`src/rtl/lsu_mem_arbiter_if.sv`:
```
// Bus bundle for lsu_mem_arbiter: LSU lane request/response signals,
// the single-ported data memory handshake, and the watchdog error pulse.
interface lsu_mem_arbiter_if #(
  parameter int NUM_LANES = 2
);
  logic [NUM_LANES-1:0]    req_valid;
  logic [NUM_LANES-1:0]    req_is_load;
  logic [NUM_LANES*32-1:0] req_addr;
  logic [NUM_LANES*32-1:0] req_wdata;
  logic [NUM_LANES-1:0]    req_ready;
  logic [NUM_LANES-1:0]    resp_valid;
  logic [31:0]             resp_rdata;
  logic                    lsu_stall;
  logic                    mem_req_valid;
  logic                    mem_req_ready;
  logic                    mem_we;
  logic [31:0]             mem_addr;
  logic [31:0]             mem_wdata;
  logic                    mem_resp_valid;
  logic [31:0]             mem_rdata;
  logic                    err_timeout;

  // Arbiter view: consumes lane requests, masters the memory bus.
  modport master (
    input  req_valid, req_is_load, req_addr, req_wdata,
    output req_ready, resp_valid, resp_rdata, lsu_stall,
    output mem_req_valid, mem_we, mem_addr, mem_wdata,
    input  mem_req_ready, mem_resp_valid, mem_rdata,
    output err_timeout
  );

  // Environment view: the LSU lanes plus the data memory.
  modport slave (
    output req_valid, req_is_load, req_addr, req_wdata,
    input  req_ready, resp_valid, resp_rdata, lsu_stall,
    input  mem_req_valid, mem_we, mem_addr, mem_wdata,
    output mem_req_ready, mem_resp_valid, mem_rdata,
    input  err_timeout
  );
endinterface

```
`src/rtl/lsu_mem_arbiter.sv`:
```
// lsu_mem_arbiter: round-robin sharing of one single-ported data memory
// between NUM_LANES load/store lanes, one outstanding transaction at a time.
// Optional macro LSU_ARB_TIMEOUT_EN adds a response watchdog that completes a
// hung load with 32'hDEAD_BEEF and pulses err_timeout.
module lsu_mem_arbiter #(
  parameter int NUM_LANES      = 2,
  parameter int TIMEOUT_CYCLES = 255
) (
  input  logic              clk,
  input  logic              rst,
  lsu_mem_arbiter_if.master bus
);
  localparam int LANE_W = $clog2(NUM_LANES);

  typedef enum logic [1:0] {IDLE, ISSUE, WAIT_RESP} state_t;

  state_t               state_reg, state_next;
  logic [LANE_W-1:0]    rr_ptr_reg;
  logic [LANE_W-1:0]    grant_idx;
  logic [NUM_LANES-1:0] grant;
  logic                 grant_found;
  logic                 accept;
  logic [NUM_LANES-1:0] lane_reg;
  logic                 is_load_reg;
  logic [31:0]          addr_reg;
  logic [31:0]          wdata_reg;
  logic [NUM_LANES-1:0] resp_valid_reg, resp_valid_next;
  logic [31:0]          resp_rdata_reg, resp_rdata_next;

  if (NUM_LANES < 2 || NUM_LANES > 8 || TIMEOUT_CYCLES < 1 || TIMEOUT_CYCLES > 65535)
  begin : g_param_check
    $error("lsu_mem_arbiter: NUM_LANES or TIMEOUT_CYCLES out of range");
  end

`ifdef LSU_ARB_TIMEOUT_EN
  localparam int WD_RAW = $clog2(TIMEOUT_CYCLES + 1);
  localparam int WD_W   = (WD_RAW < 8) ? 8 : ((WD_RAW > 16) ? 16 : WD_RAW);

  logic [WD_W-1:0] wd_reg;
  logic            err_timeout_reg;
  logic            timeout_hit;

  // The cycle that would bring the counter to TIMEOUT_CYCLES ends the wait.
  assign timeout_hit = (state_reg == WAIT_RESP) && !bus.mem_resp_valid &&
                       (wd_reg == WD_W'(TIMEOUT_CYCLES - 1));
`endif

  // Round-robin search: first requesting lane at or above rr_ptr, with wrap.
  always_comb begin
    int                idx;
    logic [LANE_W-1:0] lane;
    idx         = 0;
    lane        = '0;
    grant       = '0;
    grant_idx   = '0;
    grant_found = 1'b0;
    for (int k = 0; k < NUM_LANES; k++) begin
      idx = int'(rr_ptr_reg) + k;
      if (idx >= NUM_LANES) idx = idx - NUM_LANES;
      lane = LANE_W'(idx);
      if (!grant_found && bus.req_valid[lane]) begin
        grant_found = 1'b1;
        grant[lane] = 1'b1;
        grant_idx   = lane;
      end
    end
  end

  assign accept = (state_reg == IDLE) && grant_found;

  // FSM state register.
  always_ff @(posedge clk or posedge rst) begin
    if (rst) state_reg <= IDLE;
    else     state_reg <= state_next;
  end

  // Next state, handshake outputs and the completion to register next cycle.
  always_comb begin
    state_next        = state_reg;
    bus.req_ready     = '0;
    bus.mem_req_valid = 1'b0;
    bus.mem_we        = 1'b0;
    resp_valid_next   = '0;
    resp_rdata_next   = '0;
    case (state_reg)
      IDLE: begin
        bus.req_ready = grant;
        if (grant_found) state_next = ISSUE;
      end
      ISSUE: begin
        bus.mem_req_valid = 1'b1;
        bus.mem_we        = !is_load_reg;
        if (bus.mem_req_ready) begin
          if (is_load_reg) begin
            state_next = WAIT_RESP;
          end else begin
            state_next      = IDLE;
            resp_valid_next = lane_reg;
          end
        end
      end
      WAIT_RESP: begin
        if (bus.mem_resp_valid) begin
          state_next      = IDLE;
          resp_valid_next = lane_reg;
          resp_rdata_next = bus.mem_rdata;
        end
`ifdef LSU_ARB_TIMEOUT_EN
        else if (timeout_hit) begin
          state_next      = IDLE;
          resp_valid_next = lane_reg;
          resp_rdata_next = 32'hDEAD_BEEF;
        end
`endif
      end
      default: state_next = IDLE;
    endcase
  end

  // Capture the granted request, advance rr_ptr, register completions.
  always_ff @(posedge clk or posedge rst) begin
    if (rst) begin
      rr_ptr_reg     <= '0;
      lane_reg       <= '0;
      is_load_reg    <= 1'b0;
      addr_reg       <= '0;
      wdata_reg      <= '0;
      resp_valid_reg <= '0;
      resp_rdata_reg <= '0;
    end else begin
      resp_valid_reg <= resp_valid_next;
      resp_rdata_reg <= resp_rdata_next;
      if (accept) begin
        lane_reg    <= grant;
        is_load_reg <= bus.req_is_load[grant_idx];
        addr_reg    <= bus.req_addr[{grant_idx, 5'd0} +: 32];
        // Loads never drive write data onto the memory bus.
        wdata_reg   <= bus.req_is_load[grant_idx] ? 32'd0
                                                  : bus.req_wdata[{grant_idx, 5'd0} +: 32];
        rr_ptr_reg  <= (grant_idx == LANE_W'(NUM_LANES - 1)) ? '0 : grant_idx + LANE_W'(1);
      end
    end
  end

`ifdef LSU_ARB_TIMEOUT_EN
  // Watchdog: zero outside WAIT_RESP, counts response-less WAIT_RESP cycles.
  always_ff @(posedge clk or posedge rst) begin
    if (rst) begin
      wd_reg          <= '0;
      err_timeout_reg <= 1'b0;
    end else begin
      err_timeout_reg <= timeout_hit;
      if (state_reg != WAIT_RESP)  wd_reg <= '0;
      else if (!bus.mem_resp_valid) wd_reg <= wd_reg + WD_W'(1);
    end
  end

  assign bus.err_timeout = err_timeout_reg;
`else
  assign bus.err_timeout = 1'b0;
`endif

  assign bus.resp_valid = resp_valid_reg;
  assign bus.resp_rdata = resp_rdata_reg;
  assign bus.mem_addr   = addr_reg;
  assign bus.mem_wdata  = wdata_reg;
  assign bus.lsu_stall  = |(bus.req_valid & ~bus.req_ready);

endmodule

```
`src/flat_wrapper.sv`:
```
// flat-port wrapper written by rule: the top's interface ports become plain ports
module lsu_mem_arbiter_flat 
#(
  parameter int NUM_LANES      = 2,
  parameter int TIMEOUT_CYCLES = 255
)
  (clk, rst, bus_req_valid, bus_req_is_load, bus_req_addr, bus_req_wdata, bus_req_ready, bus_resp_valid, bus_resp_rdata, bus_lsu_stall, bus_mem_req_valid, bus_mem_we, bus_mem_addr, bus_mem_wdata, bus_mem_req_ready, bus_mem_resp_valid, bus_mem_rdata, bus_err_timeout);
  lsu_mem_arbiter_if #(.NUM_LANES(NUM_LANES)) bus_i ();
  input  logic clk;
  input  logic rst;
  input wire logic [$bits(bus_i.req_valid)-1:0] bus_req_valid;
  input wire logic [$bits(bus_i.req_is_load)-1:0] bus_req_is_load;
  input wire logic [$bits(bus_i.req_addr)-1:0] bus_req_addr;
  input wire logic [$bits(bus_i.req_wdata)-1:0] bus_req_wdata;
  output wire logic [$bits(bus_i.req_ready)-1:0] bus_req_ready;
  output wire logic [$bits(bus_i.resp_valid)-1:0] bus_resp_valid;
  output wire logic [$bits(bus_i.resp_rdata)-1:0] bus_resp_rdata;
  output wire logic [$bits(bus_i.lsu_stall)-1:0] bus_lsu_stall;
  output wire logic [$bits(bus_i.mem_req_valid)-1:0] bus_mem_req_valid;
  output wire logic [$bits(bus_i.mem_we)-1:0] bus_mem_we;
  output wire logic [$bits(bus_i.mem_addr)-1:0] bus_mem_addr;
  output wire logic [$bits(bus_i.mem_wdata)-1:0] bus_mem_wdata;
  input wire logic [$bits(bus_i.mem_req_ready)-1:0] bus_mem_req_ready;
  input wire logic [$bits(bus_i.mem_resp_valid)-1:0] bus_mem_resp_valid;
  input wire logic [$bits(bus_i.mem_rdata)-1:0] bus_mem_rdata;
  output wire logic [$bits(bus_i.err_timeout)-1:0] bus_err_timeout;
  assign bus_i.req_valid = bus_req_valid;
  assign bus_i.req_is_load = bus_req_is_load;
  assign bus_i.req_addr = bus_req_addr;
  assign bus_i.req_wdata = bus_req_wdata;
  assign bus_req_ready = bus_i.req_ready;
  assign bus_resp_valid = bus_i.resp_valid;
  assign bus_resp_rdata = bus_i.resp_rdata;
  assign bus_lsu_stall = bus_i.lsu_stall;
  assign bus_mem_req_valid = bus_i.mem_req_valid;
  assign bus_mem_we = bus_i.mem_we;
  assign bus_mem_addr = bus_i.mem_addr;
  assign bus_mem_wdata = bus_i.mem_wdata;
  assign bus_i.mem_req_ready = bus_mem_req_ready;
  assign bus_i.mem_resp_valid = bus_mem_resp_valid;
  assign bus_i.mem_rdata = bus_mem_rdata;
  assign bus_err_timeout = bus_i.err_timeout;
  lsu_mem_arbiter #(.NUM_LANES(NUM_LANES), .TIMEOUT_CYCLES(TIMEOUT_CYCLES)) u_core (.clk(clk), .rst(rst), .bus(bus_i));
endmodule
```
`config.mk`:
```
export PLATFORM = sky130hd
export DESIGN_NAME = lsu_mem_arbiter_flat
export DESIGN_NICKNAME = d
export VERILOG_FILES = /design/src/rtl/lsu_mem_arbiter_if.sv /design/src/rtl/lsu_mem_arbiter.sv /design/src/flat_wrapper.sv
export SDC_FILE = /design/constraint.sdc
export NUM_CORES = 1
export LEC_CHECK = 0
export ABC_AREA = 1
export BUFFER_PORTS_ARGS = -buffer_cell sky130_fd_sc_hd__buf_2
export CORE_ASPECT_RATIO = 0.5
export CORE_MARGIN = 3
export CORE_UTILIZATION = 45
export DETAILED_ROUTE_END_ITERATION = 10
export GPL_TIMING_DRIVEN = 0
export PLACE_DENSITY = 0.9
export SETUP_SLACK_MARGIN = 0.2
export SLEW_MARGIN = 25
export SYNTH_ARGS = -nofsm -noshare
export SYNTH_HDL_FRONTEND = slang
export SYNTH_SLANG_ARGS = --single-unit
```
`constraint.sdc`:
```
create_clock -name clk -period 4.05 [get_ports clk]
set_clock_uncertainty 0.15 [all_clocks]
set_input_delay 0.405 -clock clk [delete_from_list [all_inputs] [get_ports clk]]
set_output_delay 0.405 -clock clk [all_outputs]
set_load 0.05 [all_outputs]
```
==> results.toml <==
[critical_path]
critical_path_arrival_ns = 1.88
crit_required_ns = 3.49
slowest_delay_ns = 0.41
crit_path_start_kind = "register"
r2r_cells = 7
crit_fanout = 8
endpoint_kind = "output pin"
reg2reg_to = "u_core.bus.mem_wdata[19]$_DFFE_PP0P_"
path_cells = "inv_1 > ha_1 > o21ai_4 > nor2_2 > o22ai_1 > buf_2"
r2r_start = "u_core.state_reg[0]$_DFFE_PP0P_"
reg2reg_slack_ns = 2.20
path_class = "register to output pin"
cp_slowest_cell = "dfrtp_1"

[layout]
mostFrequentLayoutCells = "buf_2 (279), nand2_1 (232), dfrtp_1 (104)"
nNetsFinal = 1053
final_cell_area_um2 = 6700
drive_above_1_share = 0.361
antenna_cells = 0
final_common_cell = "buf_2"
layout-area-overhead-vs-synth_pct = 38.7

[drt]
drt-total-wl_mm = 14.6
ant_nets = 0
drc = 0
num_vias = 4916
avgViaCountPerCell = 4.79
drt_iter0_drc = 315
post_drt_wl_per_cell_um = 14.2
dr.pass1.iters = 5

[global_routing]
grtUsageTotal = 0.237
antenna_found_initial = 0
grt_overflow = 0
grt_pass1_wl_mm = 23.2
grt_max_degree = 61
grt_pass1_vias = 4797

[floorplanning]
ios = 272
coreArea_um2 = 10300
die_x_um = 153
start_util = 0.467
rows = 26
die_height_um = 79.3
dieArea_um2 = 12100

[yosys]
syn-instance-count = 600
yosys.cell_types.count = 25
syn_area_per_cell_um2 = 8.05
ys_ff_latch = 104
synth_top_area_frac = 0.539
synth_nets = 771
synth_area_um2 = 4830
synth_area_leaders = "dfrtp_1 (54%), nand2_1 (18%), nand3_1 (7.5%), inv_1 (5.8%), o211ai_1 (3.9%)"
yosysWarnings = 0
yosysTopAreaCell = "dfrtp_1"
yosysSeqAreaShare = 0.539

[placement]
dpl.hpwl_mm = 11.4
port_buffers = 269
place.gp.congestion = 0.866
placed_cell_area_um2 = 6380

[clock_network]
htree_levels = 3
cts-resized-gates = 0
cts.clk_slew.worst_paths_ns = 0.07
clock_latency_ns = 0.34
cts_root_buf = "clkbuf_16"
cts.sinks = 104
ctsLongestPathBuffers = 2
numCtsBuffers = 9
cts_tree = "done"

[min_path]
hold_class = "primary input to register"
hold_depth = 3
hold_end = "u_core.bus.resp_rdata[27]$_DFF_PP0_"
min_from = "bus_mem_rdata[27]"

[flow_run]
max_cap_violations = 0

[sta]
hold_violations = 0
setup_viol = 0
fin_crit_sh = 0.602
worstMarginPinSlew_ns = 0.517
whs_ns = 0.112
slew_violations = 0
maxSlewHeadroom = 0.655
final.min_clock_period_ns = 2.44
fmax_mhz = 410
setup_tns_ns = 0
grt_setup_unrepaired = "no"

[power]
power_w = 0.00539
ir_drop_v = 0.000298
power_density_nw_per_um2 = 805
power.leakage_nw = 4.21

[status]
status = "finished, final reports clean"
==> report_power, final <==
part           internal [W]  leakage, nW  total (W)  switching (W)
Sequential          0.00141         1.36    0.00159       0.000183
Combinational      0.000687         2.71    0.00292        0.00223
Clock              0.000486        0.144   0.000882       0.000396
Total               0.00258         4.21    0.00539        0.00281
==> kinds of logic after synthesis <==
| family | Yosys count | synth area share |
|---|---|---|
| AOI/OAI and AO/OA | 37 | 0.0585 |
| adders and majority gates | 3 | 0.00777 |
| buffers and inverters | 112 | 0.104 |
| DFF | 104 | 0.539 |
| other | 1 | 0.000776 |
| and+or+nand+nor | 343 | 0.290 |
==> worst max-delay path by stage <==
stage	from	end	cells past startpoint
floorplan	rst	u_core.bus.mem_addr[0]$_DFFE_PP0P_	1
global placement	rst	u_core.bus.resp_rdata[21]$_DFF_PP0_	2
detailed placement	bus_req_valid[0]	bus_lsu_stall	7
CTS	u_core.state_reg[0]$_DFFE_PP0P_	bus_lsu_stall	6
global route	u_core.state_reg[0]$_DFFE_PP0P_	bus_lsu_stall	6
finish	u_core.state_reg[0]$_DFFE_PP0P_	bus_lsu_stall	6
==> layout make-up <==
cell class	count	area, um2
inverter	76	290
fill	877	3650
clock buffer	9	225
sequential	104	2600
timing repair buffer	271	1380
multi-input combinational	384	1730
clock inverter	7	78.8
tap	140	175
buffer	36	215
==> per-stage QoR <==
step / std cells / setup slack, ns / util
2_1_floorplan: 600 / 0.763 / -
3_3_place_gp: 1009 / -0.332 / 0.614
3_5_place_dp: 1010 / 1.96 / 0.617
4_1_cts: 1027 / 1.60 / 0.647
5_1_grt: 1027 / 1.47 / 0.647
6_report: 1027 / 1.61 / 0.647
==> per-layer routing <==
metal  track usage  share of wire
met5             0              0
met4        0.0738          0.022
met3        0.0626          0.069
met2         0.429           0.51
met1         0.280           0.40
==> what timing repair did <==
action                                 in CTS  in global routing
hold buffers                                1                  0
setup buffers                               0                  0
endpoints found under the hold margin      44                  0
setup endpoints to repair                   0                  0
==> worst max-delay path: cells and delay by family (launching register included) <==
| family | cells | cell delay (ns) |
|---|---|---|
| flops | 1 | 0.41 |
| compound gates | 2 | 0.23 |
| fa+ha+maj | 1 | 0.25 |
| buf+inv | 2 | 0.32 |
| simple gates | 1 | 0.33 |
==> cells in the mapped netlist (all sizes together) <==
| cell | count |
|---|---|
| nor2 | 35 |
| ha | 3 |
| o211ai | 27 |
| buf | 22 |
| or2 | 1 |
| inv | 76 |
| conb | 1 |
| o21bai | 1 |
| a211oi | 2 |
| clkbuf | 14 |
| nand2 | 235 |
| nand3 | 72 |
| o21ai | 6 |
| o22ai | 1 |
| dfrtp | 104 |
No activity file was read; power rests on OpenSTA's default activity.
